`config.mk`:
```
export PLATFORM = sky130hd
export DESIGN_NAME = tile_load_sequencer
export DESIGN_NICKNAME = d
export VERILOG_FILES = /design/src/rtl/tile_load_sequencer.sv
export SDC_FILE = /design/constraint.sdc
export NUM_CORES = 1
export LEC_CHECK = 0
export ABC_AREA = 0
export BUFFER_PORTS_ARGS = -buffer_cell sky130_fd_sc_hd__buf_4
export CAP_MARGIN = 40
export CORE_AREA = 5 5 157 159
export DETAILED_ROUTE_END_ITERATION = 12
export DIE_AREA = 0 0 162 164
export HOLD_SLACK_MARGIN = 0.1
export SKIP_CTS_REPAIR_TIMING = 1
export SLEW_MARGIN = 20
export SYNTH_ARGS = -nofsm -noshare
export SYNTH_HDL_FRONTEND = slang
export SYNTH_SLANG_ARGS = --single-unit
export TNS_END_PERCENT = 20
```
`constraint.sdc`:
```
create_clock -name clk -period 3.7 [get_ports clk]
set_clock_uncertainty 0.15 [all_clocks]
set_input_delay 0.74 -clock clk [delete_from_list [all_inputs] [get_ports clk]]
set_output_delay 0.74 -clock clk [all_outputs]
set_load 0.02 [all_outputs]
```
`src/rtl/tile_load_sequencer.sv`:
```
// tile_load_sequencer
// Host-side sequencer for one accelerator tile: loads ifmap, kernel and
// optional bias words from a 64-bit stream into the accelerator buffers,
// launches the operation, waits for completion and streams the ofmap back.
// Optional feature macro: TILE_SEQ_BIAS_EN (bias load phase present when defined).
module tile_load_sequencer #(
    parameter int AW = 10,
    parameter int DW = 64
) (
    input  logic          clk,
    input  logic          rst,
    input  logic          start,
    input  logic [AW-1:0] n_ifmap,
    input  logic [AW-1:0] n_wght,
    input  logic [1:0]    n_bias,
    input  logic [AW-1:0] n_ofmap,
    input  logic          in_valid,
    output logic          in_ready,
    input  logic [DW-1:0] in_data,
    output logic          out_valid,
    input  logic          out_ready,
    output logic [DW-1:0] out_data,
    output logic          config_load,
    output logic          config_done,
    output logic          ifmap_en,
    output logic [7:0]    ifmap_wen,
    output logic [AW-1:0] ifmap_addrin,
    output logic [DW-1:0] ifmap_din,
    output logic          wght_en,
    output logic [7:0]    wght_wen,
    output logic [AW-1:0] wght_addrin,
    output logic [DW-1:0] wght_din,
    output logic          bias_write,
    output logic          ifmap_ready,
    output logic          wght_ready,
    input  logic          dataload_ready,
    output logic          op_go,
    input  logic          tile_done,
    output logic          op_done,
    output logic          ofmap_en,
    output logic [AW-1:0] ofmap_addrin,
    input  logic [DW-1:0] ofmap_dout,
    output logic          busy
);

    typedef enum logic [3:0] {
        IDLE,
        CFG_LD,
        CFG_DN,
        LD_IF,
        LD_WT,
`ifdef TILE_SEQ_BIAS_EN
        LD_BI,
`endif
        WAIT_RDY,
        GO,
        RUN,
        RD_ADDR,
        RD_DATA,
        RD_OUT,
        FIN
    } state_t;

    state_t        state_q;
    logic [AW-1:0] wc_q;
    logic [AW-1:0] rc_q;
    logic [AW-1:0] n_ifmap_q;
    logic [AW-1:0] n_wght_q;
    logic [AW-1:0] n_ofmap_q;
    logic [DW-1:0] out_data_q;

`ifdef TILE_SEQ_BIAS_EN
    logic [1:0]    n_bias_q;
`else
    // Bias count has no destination when the bias phase is compiled out.
    logic          unused_n_bias;
    assign unused_n_bias = ^n_bias;
`endif

    state_t        first_phase;
    state_t        after_if;
    state_t        after_wt;
    state_t        next_load;
    logic [AW-1:0] cur_n;
    logic          last_word;
    logic          last_read;
    logic          in_ifmap;
    logic          in_wght;
    logic          in_bias;
    logic          hs;

    assign in_ifmap = (state_q == LD_IF);
`ifdef TILE_SEQ_BIAS_EN
    assign in_bias  = (state_q == LD_BI);
`else
    assign in_bias  = 1'b0;
`endif
    assign in_wght  = (state_q == LD_WT) || in_bias;

    // The stream is only accepted while a load phase is active.
    assign in_ready = in_ifmap || in_wght;
    assign hs       = in_valid && in_ready;

    // Buffer write strobes follow the stream handshake directly; address and
    // data are gated so the ports sit at zero between writes.
    assign ifmap_en     = hs && in_ifmap;
    assign ifmap_wen    = (hs && in_ifmap) ? 8'hFF : 8'h00;
    assign ifmap_addrin = (hs && in_ifmap) ? wc_q : '0;
    assign ifmap_din    = (hs && in_ifmap) ? in_data : '0;

    assign wght_en      = hs && in_wght;
    assign wght_wen     = (hs && in_wght) ? 8'hFF : 8'h00;
    assign wght_addrin  = (hs && in_wght) ? wc_q : '0;
    assign wght_din     = (hs && in_wght) ? in_data : '0;
    assign bias_write   = in_bias;

    // Remaining outputs are pure decodes of the state register.
    assign config_load  = (state_q == CFG_LD);
    assign config_done  = (state_q == CFG_DN);
    assign ifmap_ready  = (state_q == WAIT_RDY);
    assign wght_ready   = (state_q == WAIT_RDY);
    assign op_go        = (state_q == GO);
    assign op_done      = (state_q == FIN);
    assign ofmap_en     = (state_q == RD_ADDR);
    assign ofmap_addrin = (state_q == RD_ADDR) ? rc_q : '0;
    assign out_valid    = (state_q == RD_OUT);
    assign out_data     = out_data_q;
    assign busy         = (state_q != IDLE);

    // Phase chaining: zero-count phases are skipped within the same transition.
    always_comb begin
        after_wt = WAIT_RDY;
`ifdef TILE_SEQ_BIAS_EN
        if (n_bias_q != 2'd0) begin
            after_wt = LD_BI;
        end
`endif
        after_if    = (n_wght_q != '0) ? LD_WT : after_wt;
        first_phase = (n_ifmap_q != '0) ? LD_IF : after_if;
        cur_n       = '0;
        next_load   = WAIT_RDY;
        case (state_q)
            LD_IF: begin
                cur_n     = n_ifmap_q;
                next_load = after_if;
            end
            LD_WT: begin
                cur_n     = n_wght_q;
                next_load = after_wt;
            end
`ifdef TILE_SEQ_BIAS_EN
            LD_BI: begin
                cur_n     = AW'(n_bias_q);
                next_load = WAIT_RDY;
            end
`endif
            default: begin
                cur_n     = '0;
                next_load = WAIT_RDY;
            end
        endcase
    end

    assign last_word = (wc_q == cur_n - AW'(1));
    assign last_read = (rc_q == n_ofmap_q - AW'(1));

    // Tile sequencing FSM with word/readback counters and the output register.
    always_ff @(posedge clk or posedge rst) begin
        if (rst) begin
            state_q    <= IDLE;
            wc_q       <= '0;
            rc_q       <= '0;
            n_ifmap_q  <= '0;
            n_wght_q   <= '0;
            n_ofmap_q  <= '0;
            out_data_q <= '0;
`ifdef TILE_SEQ_BIAS_EN
            n_bias_q   <= '0;
`endif
        end else begin
            case (state_q)
                IDLE: begin
                    if (start) begin
                        n_ifmap_q <= n_ifmap;
                        n_wght_q  <= n_wght;
                        n_ofmap_q <= n_ofmap;
`ifdef TILE_SEQ_BIAS_EN
                        n_bias_q  <= n_bias;
`endif
                        wc_q      <= '0;
                        rc_q      <= '0;
                        state_q   <= CFG_LD;
                    end
                end
                CFG_LD: state_q <= CFG_DN;
                CFG_DN: begin
                    wc_q    <= '0;
                    state_q <= first_phase;
                end
                LD_IF, LD_WT
`ifdef TILE_SEQ_BIAS_EN
                , LD_BI
`endif
                : begin
                    if (hs) begin
                        if (last_word) begin
                            wc_q    <= '0;
                            state_q <= next_load;
                        end else begin
                            wc_q <= wc_q + AW'(1);
                        end
                    end
                end
                WAIT_RDY: begin
                    if (dataload_ready) begin
                        state_q <= GO;
                    end
                end
                GO: state_q <= RUN;
                RUN: begin
                    if (tile_done) begin
                        state_q <= (n_ofmap_q == '0) ? FIN : RD_ADDR;
                    end
                end
                RD_ADDR: state_q <= RD_DATA;
                RD_DATA: begin
                    out_data_q <= ofmap_dout;
                    state_q    <= RD_OUT;
                end
                RD_OUT: begin
                    if (out_ready) begin
                        if (last_read) begin
                            rc_q    <= '0;
                            state_q <= FIN;
                        end else begin
                            rc_q    <= rc_q + AW'(1);
                            state_q <= RD_ADDR;
                        end
                    end
                end
                FIN: state_q <= IDLE;
                default: state_q <= IDLE;
            endcase
        end
    end

endmodule

```
==> summary.md, run 1 <==
| Metric | Value |
|---|---|
| Final period utilization | 94.48% |
| Vias per cell | 4.838 |
| DRT antenna net count | 0 |
| CTS tree | built |
| Number of CTS-inserted buffers | 17 |
| Post-synth EDFFs | 0 |
| Area Growth Syn to Fin | 55.51% |
| Post-Syn Instances | 718 |
| HP Class | in -> async |
| Fmax | 286.1 MHz |
| Setup crit start kind | flip-flop |
| Post-layout min period | 3.496 ns |
| First-pass GRT wire length | 40660 um |
| Seq/Total Area, Yosys | 41.06% |
| Largest net degree at the start of global routing | 84 |
| Post-synthesis cell type count | 63 |
| Root buffer cell | clkbuf_16 |
| Total of warnings raised by yosys | 0 |
| Worst-case clock buffer depth | 2 |
| Die Height | 164 um |
| DRC viols | 0 |
| Die X | 162 um |
| Wire per inst | 19.67 um |
| Ports | 418 |
| Vias in the first global route | 6790 |
| Die area | 26570 um2 |
| GRT Util Overall | 19.81% |
| Max Cap Violations | 0 |
| Ys flop type | dfrtp_1 |
| Total nets after synthesis | 890 |
| Pwr/cell area | 736.3 nW/um2 |
| Detailed Route Iter0 Violations | 222 |
| H-tree depth | 4 |
| Number of port buffers | 414 |
| Final net count | 1277 |
| Clk_lat worst skew | 0.41 ns |
| Slew HR | 49.30% |
| Share of cells above drive strength 1 | 51.75% |
| Diode count | 0 |
| Count of pins over their slew limit | 0 |
| Gpl congestion | 0.8265 |
| Via count | 6807 |
| Placement row count | 56 |
| Status | finished clean |
| Peak VDD IR | 0.0005236 V |
| CP endpoint kind | primary output |
| CP arrival | 2.61 ns |
| Final setup viols | 0 |
| Most frequent cells in the layout | 429 x buf_4, 159 x and2_1, 118 x dfrtp_1 |
| GR Overflow Total | 0 |
| Leading cell type in the layout, fill and taps excluded | buf_4 |
| Antenna violations before repair | 1 |
| Hold Vio Cnt, Final | 0 |
| Crit Path Max Fanout | 42 |
| Async set-reset flop share out of synthesis | 100.0% |
| RSZ-0062 raised after global routing | false |
| Worst-path clk slew | 0.06 ns |
| Total power draw | 8233 uW |
| Sink Count | 118 |
| Starting Density | 31.10% |
| Syn_area_per_cell | 10.01 um2 |
| WS Path Type | reg -> out |
| Drt first pass iters | 4 |
| Worst-margin pin slew | 0.7589 ns |
| Leakage | 0.005609 uW |
| Core area | 23120 um2 |
| Synthesized area | 7191 um2 |
| WL final | 27680 um |
| Post-DP HPWL | 22080 um |
| Register bit total from synthesis | 118 |
| Required time worst endpoint | 2.81 ns |
| Final TNS setup | 0 ns |
==> cells in the mapped netlist (9+ instances only) <==
| master | number | area, um2 |
|---|---|---|
| dfrtp_1 | 118 | 2953 |
| nand2_1 | 22 | 82.58 |
| clkbuf_1 | 41 | 153.9 |
| a21oi_1 | 9 | 45.04 |
| inv_1 | 14 | 52.55 |
| xnor2_1 | 20 | 175.2 |
| nor2_1 | 30 | 112.6 |
| nor3_1 | 15 | 75.07 |
| nand2b_1 | 9 | 56.30 |
| mux2_2 | 94 | 1059 |
| buf_4 | 19 | 142.6 |
| and3_1 | 10 | 62.56 |
| nand3_1 | 12 | 60.06 |
| o21ai_0 | 18 | 90.09 |
| and2_1 | 159 | 994.7 |
| xor2_1 | 13 | 113.9 |
==> layer usage <==
metal | routed length [um] | vias up | track usage [%] | share of wire, %
li1 | - | 3227 | - | -
met1 | 10270 | 3248 | 22.10 | 37
met2 | 13780 | 302 | 34.61 | 50
met3 | 3017 | 28 | 8.507 | 11
met4 | 600 | 2 | 5.652 | 2.2
met5 | 7 | - | 0 | 0.025
==> where the power goes <==
part           switching [uW]  internal (uW)  total [uW]
Clock                     648           1130        1780
Sequential                423           1850        2270
Combinational            2230           1950        4180
==> kinds of logic (layout without fill, tap and decap cells) <==
kind of cell               Yosys count  in the layout  share of synthesized area [%]
AOI/OAI and AO/OA                   72             72                          7.256
xor gates and xnor gates            33             33                          4.020
adders and majority gates            5              5                         0.8700
buffers and inverters               80            479                          5.516
DFF                                118            118                          41.06
muxes                               99             99                          15.42
other                                1              1                        0.05215
and+or+nand+nor                    310            310                          25.80
==> worst paths after layout <==
kind                                  to  depth (start not counted)  slack [ns]    startpoint
setup / recovery           ifmap_din[61]                          8        0.20    state_q[1]
hold / removal              out_data[62]                          2        0.30           rst
setup reg to reg                 rc_q[7]                          8        0.36  n_ofmap_q[4]
hold reg to reg             out_data[61]                          1        0.36  out_data[61]
max in group asynchronous        wc_q[6]                          3        2.33           rst
min in group clk            out_data[61]                          1        0.36  out_data[61]
==> registers in the layout, indices dropped and copies added, names as in the netlist <==
register and cells:
n_ifmap_q 10, state_q 4, rc_q 10, n_wght_q 10, wc_q 10, out_data 64
n_ofmap_q 10
==> worst max-delay path, cell delays in order, from the launching register on <==
cell and delay, ns:
dfrtp_1 0.48, nand3b_1 0.25, buf_4 0.22, a21o_2 0.26, inv_1 0.15, and3_2 0.29
buf_12 0.20, and2_1 0.17, buf_4 0.15
==> stage by stage <==
stage	utilization, %	area (um2)	setup slack (ns)	hold WS, ns	std cells
6_report	48.36	11180	0.2043	0.3041	1407
5_1_grt	48.36	11180	0.03646	0.3303	1407
3_5_place_dp	45.54	10530	0.3838	0.3467	1375
4_1_cts	48.24	11150	0.04263	0.3174	1406
2_1_floorplan	-	7194	0.3284	0.3294	718
3_3_place_gp	45.54	10530	0.4423	0.3410	1375
==> layout make-up <==
class / instances / area (um2)
fill: 2238 / 11940
multi-input combinational: 520 / 3860
timing repair buffer: 434 / 3326
sequential: 118 / 2953
clock buffer: 17 / 425.4
tap: 290 / 362.8
clock inverter: 14 / 198.9
inverter: 14 / 56.30
Power figures use the tool's default switching activity.
==> run 2, diff against run 1 <==
--- a/config.mk
+++ b/config.mk
@@ -12,6 +12,7 @@
 export DETAILED_ROUTE_END_ITERATION = 12
 export DIE_AREA = 0 0 162 164
 export HOLD_SLACK_MARGIN = 0.1
+export PLACE_DENSITY = 0.61
 export SKIP_CTS_REPAIR_TIMING = 1
 export SLEW_MARGIN = 20
 export SYNTH_ARGS = -nofsm -noshare
==> run 2 against run 1 <==
Effect of this change: sequential power is essentially flat; combinational power grew 1%; sequential cell count is the same; global-route usage grew 0.44 points; non-clock buffer count grew 1; via count is essentially flat; highest routed layer is now met4.
==> summary.md, run 2 (synthesis results as in run 1) <==
| Metric | Value |
|---|---|
| Hold Vio Cnt, Final | 0 |
| Final setup viols | 0 |
| Fmax | 279.8 MHz |
| Most Crowded Layer GR | met2 |
| Setup crit start kind | flip-flop |
| Final period utilization | 96.58% |
| Buffers and inverters on the worst path | 3 |
| Leading cell type in the layout, fill and taps excluded | buf_4 |
| Number of port buffers | 414 |
| Starting Density | 31.10% |
| Largest register FFs | 64 |
| Vias in the first global route | 6914 |
| Die X | 162 um |
| Share of cells above drive strength 1 | 51.96% |
| Clk_lat worst skew | 0.42 ns |
| Diode count | 0 |
| WS Path Type | reg -> out |
| Area Growth Syn to Fin | 55.87% |
| Core area | 23120 um2 |
| Detailed Route Iter0 Violations | 245 |
| Leakage | 0.005618 uW |
| CTS tree | built |
| DRC viols | 0 |
| Peak VDD IR | 0.0004556 V |
| CP dominant cell by count | buf_4 |
| Final cell count without fillers | 1410 |
| Ports | 418 |
| Status | finished clean |
| Post-placement cell count | 1375 |
| Worst-case clock buffer depth | 2 |
| Antenna violations before repair | 0 |
| Via count | 6802 |
| Largest net degree at the start of global routing | 96 |
| Worst-path cell chain | or3b_2, a21o_2, clkinvlp_4, and3_4, buf_4, and2_1, buf_4 |
| HP Class | in -> async |
| First-pass GRT wire length | 41250 um |
| GR Overflow Total | 0 |
| Required time worst endpoint | 2.81 ns |
| Number of CTS-inserted buffers | 17 |
| Slack of the critical path | 0.1264 ns |
| Post-DP HPWL | 22710 um |
| Root buffer cell | clkbuf_16 |
| Met3 Track Usage GR | 7.302% |
| Top delay family on crit path | simple AND/OR/NAND/NOR gates |
| Met1 GRT Util | 22.60% |
| Die area | 26570 um2 |
| Crit Path Max Fanout | 18 |
| Die Height | 164 um |
| Gpl congestion | 0.8195 |
| Max Cap Violations | 0 |
| WL final | 28350 um |
| DRT antenna net count | 0 |
| Drt first pass iters | 4 |
| Count of pins over their slew limit | 0 |
| Worst-path clk slew | 0.06 ns |
| Post-layout min period | 3.574 ns |
| H-tree depth | 4 |
| CP arrival | 2.68 ns |
| Crit path largest cell delay | 0.56 ns |
| CP endpoint kind | primary output |
| Worst path slowest cell | or3b_2 |
| Final net count | 1279 |
| Wire per inst | 20.10 um |
| Slew HR | 51.47% |
| Pre-CTS worst setup slack | 0.2995 ns |
| Pwr/cell area | 739.8 nW/um2 |
| RSZ-0062 raised after global routing | false |
| Vias per cell | 4.824 |
| GRT met2 Usage | 35.45% |
| Worst-margin pin slew | 0.7257 ns |
| Sink Count | 118 |
| Most frequent cells in the layout | 430 x buf_4, 159 x and2_1, 118 x dfrtp_1 |
| GRT Util Overall | 20.25% |
| Placement row count | 56 |
[run 2: changes by cell type in the layout (fill, tap and decap cells not counted)]
cell,delta
or3b_4,-1
inv_1,-1
buf_4,+1
clkbuf_16,-1
clkbuf_8,+1
clkinv_4,+1
and3_4,+1
inv_6,-1
or3b_2,+1
buf_12,+1
clkinv_2,+1
[run 2: per-layer routing]
layer  wire length [um]  share of wire (%)  vias to the layer above
met4                934                3.3                        0
met2              14220                 50                      319
met1              10560                 37                     3224
met5                  0                  0                        -
li1                   -                  -                     3223
met3               2632                9.3                       36
[run 2: power by group]
group / switching, uW / total (uW) / internal (uW)
combinational: 2260 / 4220 / 1960
sequential: 429 / 2270 / 1850
clock: 648 / 1800 / 1150
total: 3340 / 8290 / 4960
[run 2: area by class of cell]
type | count | area [um2]
fillers | 2250 | 11910
inverters | 14 | 60.06
repair buffers | 435 | 3328
clock inverters | 14 | 196.4
multi-input cells | 521 | 3869
flip-flops and latches | 118 | 2953
clock buffers | 18 | 439.2
well taps | 290 | 362.8
[run 2: worst paths after layout]
| check | cells after the start | slack (ns) | to | from |
|---|---|---|---|---|
| worst max register to register | 13 | 0.25 | wc_q[9] | state_q[1] |
| min in group clk | 1 | 0.35 | n_ifmap_q[4] | n_ifmap_q[4] |
| worst min-delay path | 2 | 0.23 | out_data[0] | rst |
| worst min register to register | 1 | 0.35 | n_ifmap_q[4] | n_ifmap_q[4] |
| worst max-delay path | 7 | 0.13 | ifmap_addrin[3] | state_q[2] |
| max in group asynchronous | 3 | 2.29 | wc_q[9] | rst |
[run 2: stage by stage]
stage	cell area [um2]	hold slack, ns	setup TNS (ns)	power (uW)	utilization, %
after global placement	10540	0.3403	0	6432	45.60
after CTS	11180	0.2348	-0.04541	8340	48.34
after detailed placement	10540	0.3436	0	6506	45.60
after global routing	11210	0.2614	0	8813	48.47
final	11210	0.2275	0	8292	48.47
after floorplan	7194	0.3294	0	4847	-
